<file path="src/rtl/freq_meter_pkg.sv">
// Shared types and helpers for the mouse-button pulse conditioning path.
package freq_meter_pkg;

    typedef enum logic {
        STABLE = 1'b0,
        CHECK  = 1'b1
    } deb_state_t;

    localparam int DEF_DEBOUNCE_CYCLES = 1_000_000;

    // Width that holds 0..cycles inclusive.
    function automatic int deb_cnt_width(input int cycles);
        return $clog2(cycles + 1);
    endfunction

endpackage

</file>
<file path="src/rtl/sync_ff.sv">
// Reusable N-flop synchroniser for a single asynchronous bit.
module sync_ff #(
    parameter int STAGES = 2
) (
    input  logic clk,
    input  logic rst,
    input  logic d,
    output logic q
);

    (* ASYNC_REG = "TRUE" *) logic [STAGES-1:0] sync_q;

    // NOTE: sequential state uses non-blocking assignments so every flop samples pre-edge values.
    always_ff @(posedge clk) begin
        if (rst) begin
            sync_q <= '0;
        end else begin
            sync_q <= {sync_q[STAGES-2:0], d};
        end
    end

    assign q = sync_q[STAGES-1];

endmodule

</file>
<file path="src/rtl/pulse_conditioner.sv">
// Synchronise, debounce and edge-detect the raw mouse-button pulse; keep a saturating event count.
// Define PULSE_COND_BOTH_EDGES_EN to strobe (and count) on falling transitions as well.
module pulse_conditioner
    import freq_meter_pkg::*;
#(
    parameter int SYNC_STAGES     = 2,
    parameter int DEBOUNCE_CYCLES = DEF_DEBOUNCE_CYCLES,
    parameter int CNT_W           = 16
) (
    input  logic             clk,
    input  logic             rst,
    input  logic             pulse_in,
    input  logic             clr_cnt,
    output logic             pulse_out,
    output logic             level_out,
    output logic [CNT_W-1:0] event_cnt
);

    localparam int               DEB_W   = deb_cnt_width(DEBOUNCE_CYCLES);
    localparam logic [DEB_W-1:0] DEB_MAX = DEB_W'(DEBOUNCE_CYCLES);
    localparam logic [DEB_W-1:0] DEB_ONE = DEB_W'(1);
    localparam logic [CNT_W-1:0] CNT_MAX = '1;
    localparam logic [CNT_W-1:0] CNT_ONE = CNT_W'(1);

    generate
        if (SYNC_STAGES < 2) begin : g_bad_sync
            $error("pulse_conditioner: SYNC_STAGES must be >= 2");
        end
        if (DEBOUNCE_CYCLES < 1) begin : g_bad_deb
            $error("pulse_conditioner: DEBOUNCE_CYCLES must be >= 1");
        end
    endgenerate

    logic             s;
    deb_state_t       state, state_nxt;
    logic [DEB_W-1:0] deb_cnt, deb_cnt_nxt;
    logic             level_nxt;
    logic             strobe;

    sync_ff #(.STAGES(SYNC_STAGES)) u_sync (
        .clk (clk),
        .rst (rst),
        .d   (pulse_in),
        .q   (s)
    );

    // NOTE: every always_comb output gets a default first, so no path can infer a latch.
    always_comb begin
        state_nxt   = state;
        deb_cnt_nxt = deb_cnt;
        level_nxt   = level_out;
        unique case (state)
            STABLE: begin
                if (s != level_out) begin
                    state_nxt   = CHECK;
                    deb_cnt_nxt = DEB_ONE;
                end else begin
                    deb_cnt_nxt = '0;
                end
            end
            CHECK: begin
                if (s == level_out) begin
                    state_nxt   = STABLE;
                    deb_cnt_nxt = '0;
                end else if (deb_cnt < DEB_MAX) begin
                    deb_cnt_nxt = deb_cnt + DEB_ONE;
                end else begin
                    level_nxt   = ~level_out;
                    state_nxt   = STABLE;
                    deb_cnt_nxt = '0;
                end
            end
        endcase
    end

    // Strobe is decided from the next level so pulse_out lines up with the level change.
`ifdef PULSE_COND_BOTH_EDGES_EN
    assign strobe = level_nxt ^ level_out;
`else
    assign strobe = level_nxt & ~level_out;
`endif

    always_ff @(posedge clk) begin
        if (rst) begin
            state     <= STABLE;
            deb_cnt   <= '0;
            level_out <= 1'b0;
            pulse_out <= 1'b0;
        end else begin
            state     <= state_nxt;
            deb_cnt   <= deb_cnt_nxt;
            level_out <= level_nxt;
            pulse_out <= strobe;
        end
    end

    // A clear coinciding with a strobe keeps that event.
    always_ff @(posedge clk) begin
        if (rst) begin
            event_cnt <= '0;
        end else if (clr_cnt) begin
            event_cnt <= strobe ? CNT_ONE : '0;
        end else if (strobe && (event_cnt != CNT_MAX)) begin
            event_cnt <= event_cnt + CNT_ONE;
        end
    end

endmodule
</file>
<file path="config.mk">
export PLATFORM = sky130hd
export DESIGN_NAME = pulse_conditioner
export DESIGN_NICKNAME = d
export VERILOG_FILES = /design/src/rtl/freq_meter_pkg.sv /design/src/rtl/sync_ff.sv /design/src/rtl/pulse_conditioner.sv
export SDC_FILE = /design/constraint.sdc
export NUM_CORES = 1
export LEC_CHECK = 0
export ABC_CLOCK_PERIOD_IN_PS = 4400
export CAP_MARGIN = 10
export CORE_MARGIN = 2
export CORE_UTILIZATION = 42
export CTS_BUF_LIST = sky130_fd_sc_hd__clkbuf_16
export DETAILED_ROUTE_END_ITERATION = 12
export PLACE_DENSITY_LB_ADDON = 0.05
export SLEW_MARGIN = 10
export SYNTH_ARGS = -nofsm -noshare
export SYNTH_HDL_FRONTEND = slang
export SYNTH_SLANG_ARGS = --single-unit
</file>
<file path="constraint.sdc">
create_clock -name clk -period 4.4 [get_ports clk]
set_clock_uncertainty 0.05 [all_clocks]
set_input_delay 0.88 -clock clk [delete_from_list [all_inputs] [get_ports clk]]
set_output_delay 0.88 -clock clk [all_outputs]
set_load 0.01 [all_outputs]
</file>
Yosys cells after proc, flatten, opt, wreduce, memory -nomap -nowiden

Cells that the tools add are included.
W data, S select, Z words.

$add $sub $neg: 2
Multipliers: 0
Div/mod/pow operators: 0
$lt $le $gt $ge: 1
Eq/ne operators: 3
Shifts and indexed selects: 0
Mux-type cells: 14
Bitwise operators: 3
Reduce and logical (&&, ||, !) cells: 2

Operators with widths:

| cell                    | number |
|---|---|
| $mux W20                | 2 |
| $pmux W20 S2            | 1 |
| $mux W16                | 2 |
| $add A20 B1 Y20 const B | 1 |
| $lt A20 B20 Y1 const B  | 1 |
| $add A16 B1 Y16 const B | 1 |
| $ne A16 B16 Y1 const B  | 1 |
| $mux W1                 | 8 |
| $not A1 Y1              | 2 |
| $pmux W1 S2             | 1 |
| $reduce_bool A2 Y1      | 1 |
| $and A1 B1 Y1           | 1 |
| $eq A1 B1 Y1            | 1 |
| $logic_and A1 B1 Y1     | 1 |
| $ne A1 B1 Y1            | 1 |

Flip-flop bits (word level): 41
Bits in latches: 0
RAM bits: 0
ROM bits: 0
Input port bits: 4
Output and inout port bits: 18
Word-level logic and storage cells: 31
Memories: 0

Longest topological paths before layout

Depth in word-level cells: 8
Mapped depth: 7
Mapped depth without buffers: 6

Hierarchy

Synthesis repeated with hierarchy kept, for this count alone.

Cell total of the unflattened synthesis: 220
Area total of the unflattened synthesis: 1896.8 µm²

By module, submodules not included:

| module            | instances | cells each | area an instance (µm²) | seq. area each (µm²) |
|---|---|---|---|---|
| pulse_conditioner | 1         | 216        | 1844.3                 | 780.7 |
| sync_ff           | 1         | 4          | 52.6                   | 40.0 |

Worst setup path before layout

No wires, ideal clock.

Path type: reg-to-reg
Start point: register event_cnt[0]
End point: register event_cnt[0]
Library setup time: 0.070 ns
Arrival: 1.784 ns
Required time: 4.280 ns
Slack: 2.497 ns
Stages on the path, launching flop included: 8
Path buffers: 2
Period minus slack after synthesis: 1.903 ns
Cell sequence: dfxtp_1 -> ha_1 -> nand4_1 -> nor4_1 -> buf_2 -> buf_2 -> o21ai_0 -> a21oi_1

Cells in the longest elaborated chain, start to end: 3
Elaborated cells on any way between the ends: 6
Those cells by class: add/sub (1); eq/ne (1); mux (2); reduce/logical (2)

RTL lines:

| item                                              | RTL line                                           | RTL |
|---|---|---|
| from (decl)                                       | pulse_conditioner.sv:16                            | `output logic [CNT_W-1:0] event_cnt` |
| from (signal assigned)                            | pulse_conditioner.sv:102                           | `event_cnt <= strobe ? CNT_ONE : '0;` |
| from (signal assigned)                            | pulse_conditioner.sv:104                           | `event_cnt <= event_cnt + CNT_ONE;` |
| $add A16 B1 Y16 or $ne A16 B16 Y1 (tied branches) | pulse_conditioner.sv:104, pulse_conditioner.sv:103 |  |
| $mux W16 or $logic_and A1 B1 Y1 (tied branches)   | pulse_conditioner.sv:103                           | `end else if (strobe && (event_cnt != CNT_MAX)) begin` |
| $mux W16 or $reduce_bool A2 Y1 (tied branches)    | n/a                                                |  |

Parallel ways exist; a longest one is shown, timed or not. The select of a mux whose other input is x is not followed.
A chain may end at the register's enable or synchronous reset.

Worst setup path after layout

Start point: register event_cnt[13]
End point: output event_cnt[13]

No word-level cell between the ends.

==> reports/metrics.yaml <==
critical_path:
  critPathCaptureType: "output pin"
  crit_chain: "clkdlybuf4s50_1"
  cp_num_buf_inv: 1
  path_delay_family: "buffers and inverters"
  crit_path_start_kind: "flop"
  critPathArrivalTime_ns: 1.39
  crit_required_ns: 3.47
  crit_path_max_fanout: 9
  slowest_stage: "clkdlybuf4s50_1"
  cpPeakStageDelay_ns: 0.62
  critPathKind: "reg -> out"
route:
  routed_wl_um: 4060
  drt_iter0_drc: 67
  drtPass1Iterations: 4
  wl_per_cell_um: 13.5
  via_per_inst: 5.50
  drc: 0
  antenna_left: 0
  vias: 1656
outcome:
  outcome: "finished, final reports clean"
timing:
  rsz0062_at_grt: "no"
  final.period_utilization: 0.528
  finalSetupViolCount: 0
  clock.fmax_ghz: 0.431
  final_hold_viol_count: 0
  hold_ws_ns: 0.389
  worstMarginPinSlew_ns: 0.753
  drv_slew: 0
  period_needed_ns: 2.32
  finalWorstSetupSlack_ns: 2.08
  slew_headroom: 0.494
  fin_setup_tns_ns: 0
final_layout:
  final_cell_area_um2: 2300
  drive_gt1_frac: 0.0522
  final_nets: 254
  instances_no_fill: 301
  final_util: 0.525
  area_growth_pct: 19.8
  num_antenna_cells: 0
logic_synthesis:
  syn_avg_cell_area_um2: 8.38
  yosysWarnings: 0
  synthXorXnorAreaFrac: 0.0821
  synth_top_flop_cell: "dfxtp_1"
  synth_fa_ha_area_frac: 0.0130
  ys_seq_elements: 41
  synthSimpleGateAreaFrac: 0.317
  synth_enable_flop_cells: 0
  synthArstFlopShare: 0
  synth_nets: 235
  seq_area_frac_synth: 0.428
  synth_top_family_by_area: "simple AND/OR/NAND/NOR gates"
  syn_area_um2: 1920
  synthDistinctLibCells: 39
  synth_compound_area_frac: 0.120
  synthMuxAreaShare: 0.00522
  synthCells: 229
floorplanning:
  die_area_um2: 5130
  core_region_area_um2: 4380
  ios: 22
  die_w_um: 71.6
  start_util: 0.438
  die_y_um: 71.6
  rows: 24
pwr:
  power_mw: 0.729
  vdd_drop_max_v: 0.000125
  power.leakage_nw: 0.680
  powerDensity_nw_per_um2: 317
global_routing:
  grt_pass1_vias: 1530
  grt_pass1_wl_um: 6840
  grt_start_max_net_pins: 26
  grt_overflow: 0
  track_usage: 0.169
  antenna_found_initial: 0
clock_network:
  cts_buffer_depth: 2
  clk_pin_slew_ns: 0.06
  post_cts_buffers: 0
  cts.repair.resized: 0
  cts_tree: "built"
  numClockSinks: 41
  cts_hold_buf: 0
  cts-root-buf: "clkbuf_16"
  clock_latency_ns: 0.28
  numCtsBuffers: 5
  htreeDepth: 2
placement:
  dp_hpwl_um: 2790
  numPortBuffers: 21
  placed_area_um2: 2160
  place_inst: 293
  gp_congestion: 0.777
  dp_slack_ns: 1.80
worst_hold_path:
  hold_class: "reg -> reg"
run:
  maxCapViolCount: 0
final cells by class:
type / instances / area (um2)
sequential: 41 / 821
timing repair buffer: 22 / 218
clock buffer: 5 / 125
tap: 52 / 65.1
multi-input combinational: 173 / 1040
clock inverter: 3 / 13.8
inverter: 5 / 18.8
fill: 424 / 2080
synthesized netlist by cell type, types with 2 or more instances:
master / n / area [um2]
a211oi_1: 2 / 15.0
a21oi_1: 10 / 50.1
a31oi_1: 4 / 25.0
and2_1: 2 / 12.5
and3_1: 3 / 18.8
and4_1: 3 / 26.3
buf_1: 2 / 7.51
buf_2: 2 / 10.0
clkbuf_1: 5 / 18.8
dfxtp_1: 41 / 821
ha_1: 2 / 25.0
inv_1: 5 / 18.8
nand2_1: 18 / 67.6
nand3_1: 16 / 80.1
nand4_1: 10 / 62.6
nor2_1: 34 / 128
nor2b_1: 3 / 18.8
nor3_1: 10 / 50.1
nor4_1: 2 / 12.5
o21ai_0: 3 / 15.0
o31ai_1: 10 / 75.1
or4_1: 9 / 67.6
xnor2_1: 11 / 96.3
xor2_1: 7 / 61.3
final timing paths:
kind              slack (ns)        startpoint  cells after the start               end
hold reg to reg         0.39  u_sync.sync_q[0]                      1  u_sync.sync_q[1]
setup / recovery        2.08     event_cnt[13]                      1     event_cnt[13]
setup reg to reg        2.31       deb_cnt[16]                      5      event_cnt[4]
hold / removal          0.39  u_sync.sync_q[0]                      1  u_sync.sync_q[1]
power breakdown:
part	leakage (nW)	switching [mW]	total, mW	internal (mW)
sequential	0.331	0.000838	0.373	0.373
combinational	0.275	0.00496	0.00893	0.00397
clock	0.0748	0.140	0.346	0.206
state kept, by name, indices dropped and copies added, names as in the netlist:
signal and flops:
level_out 1, event_cnt 16, deb_cnt 20, u_sync.sync_q 2
pulse_out 1, state 1
cells in the final DEF, fill, tap and decap left out:
cell type and instances:
dfxtp_1 41, nor2_1 34, clkdlybuf4s50_1 21, nand2_1 18, nand3_1 16, xnor2_1 11, nor3_1 10, nand4_1 10
o31ai_1 10, a21oi_1 10, or4_1 9, xor2_1 7, inv_1 6, clkbuf_16 5, a31oi_1 4, o21ai_0 3
and3_1 3, and4_1 3, nor2b_1 3, and2_1 2, a211oi_1 2, ha_1 2, clkinv_2 2, nand4_2 1
or3_1 1, nor4_4 1, and2_0 1, or2_2 1, nand2_2 1, a311oi_1 1, nor4_2 1, nand2b_1 1
a21boi_0 1, o311ai_0 1, o41ai_1 1, mux2i_1 1, o211ai_1 1, nor4_1 1, a41oi_1 1, buf_4 1
layer usage:
layer  vias up  global-route usage  wire length, um
li1        864                   -                -
met1       763               0.194             1870
met2        23               0.302             2020
met5         -                   0                0
met3         6              0.0394              106
met4         0              0.0692               65
cells by family after synthesis:
group,after synthesis
flops,41
compound gates,35
fa+ha+maj,2
xor+xnor,18
simple gates,117
buf+inv,15
mux,1
(Power assumes the default switching activity.)
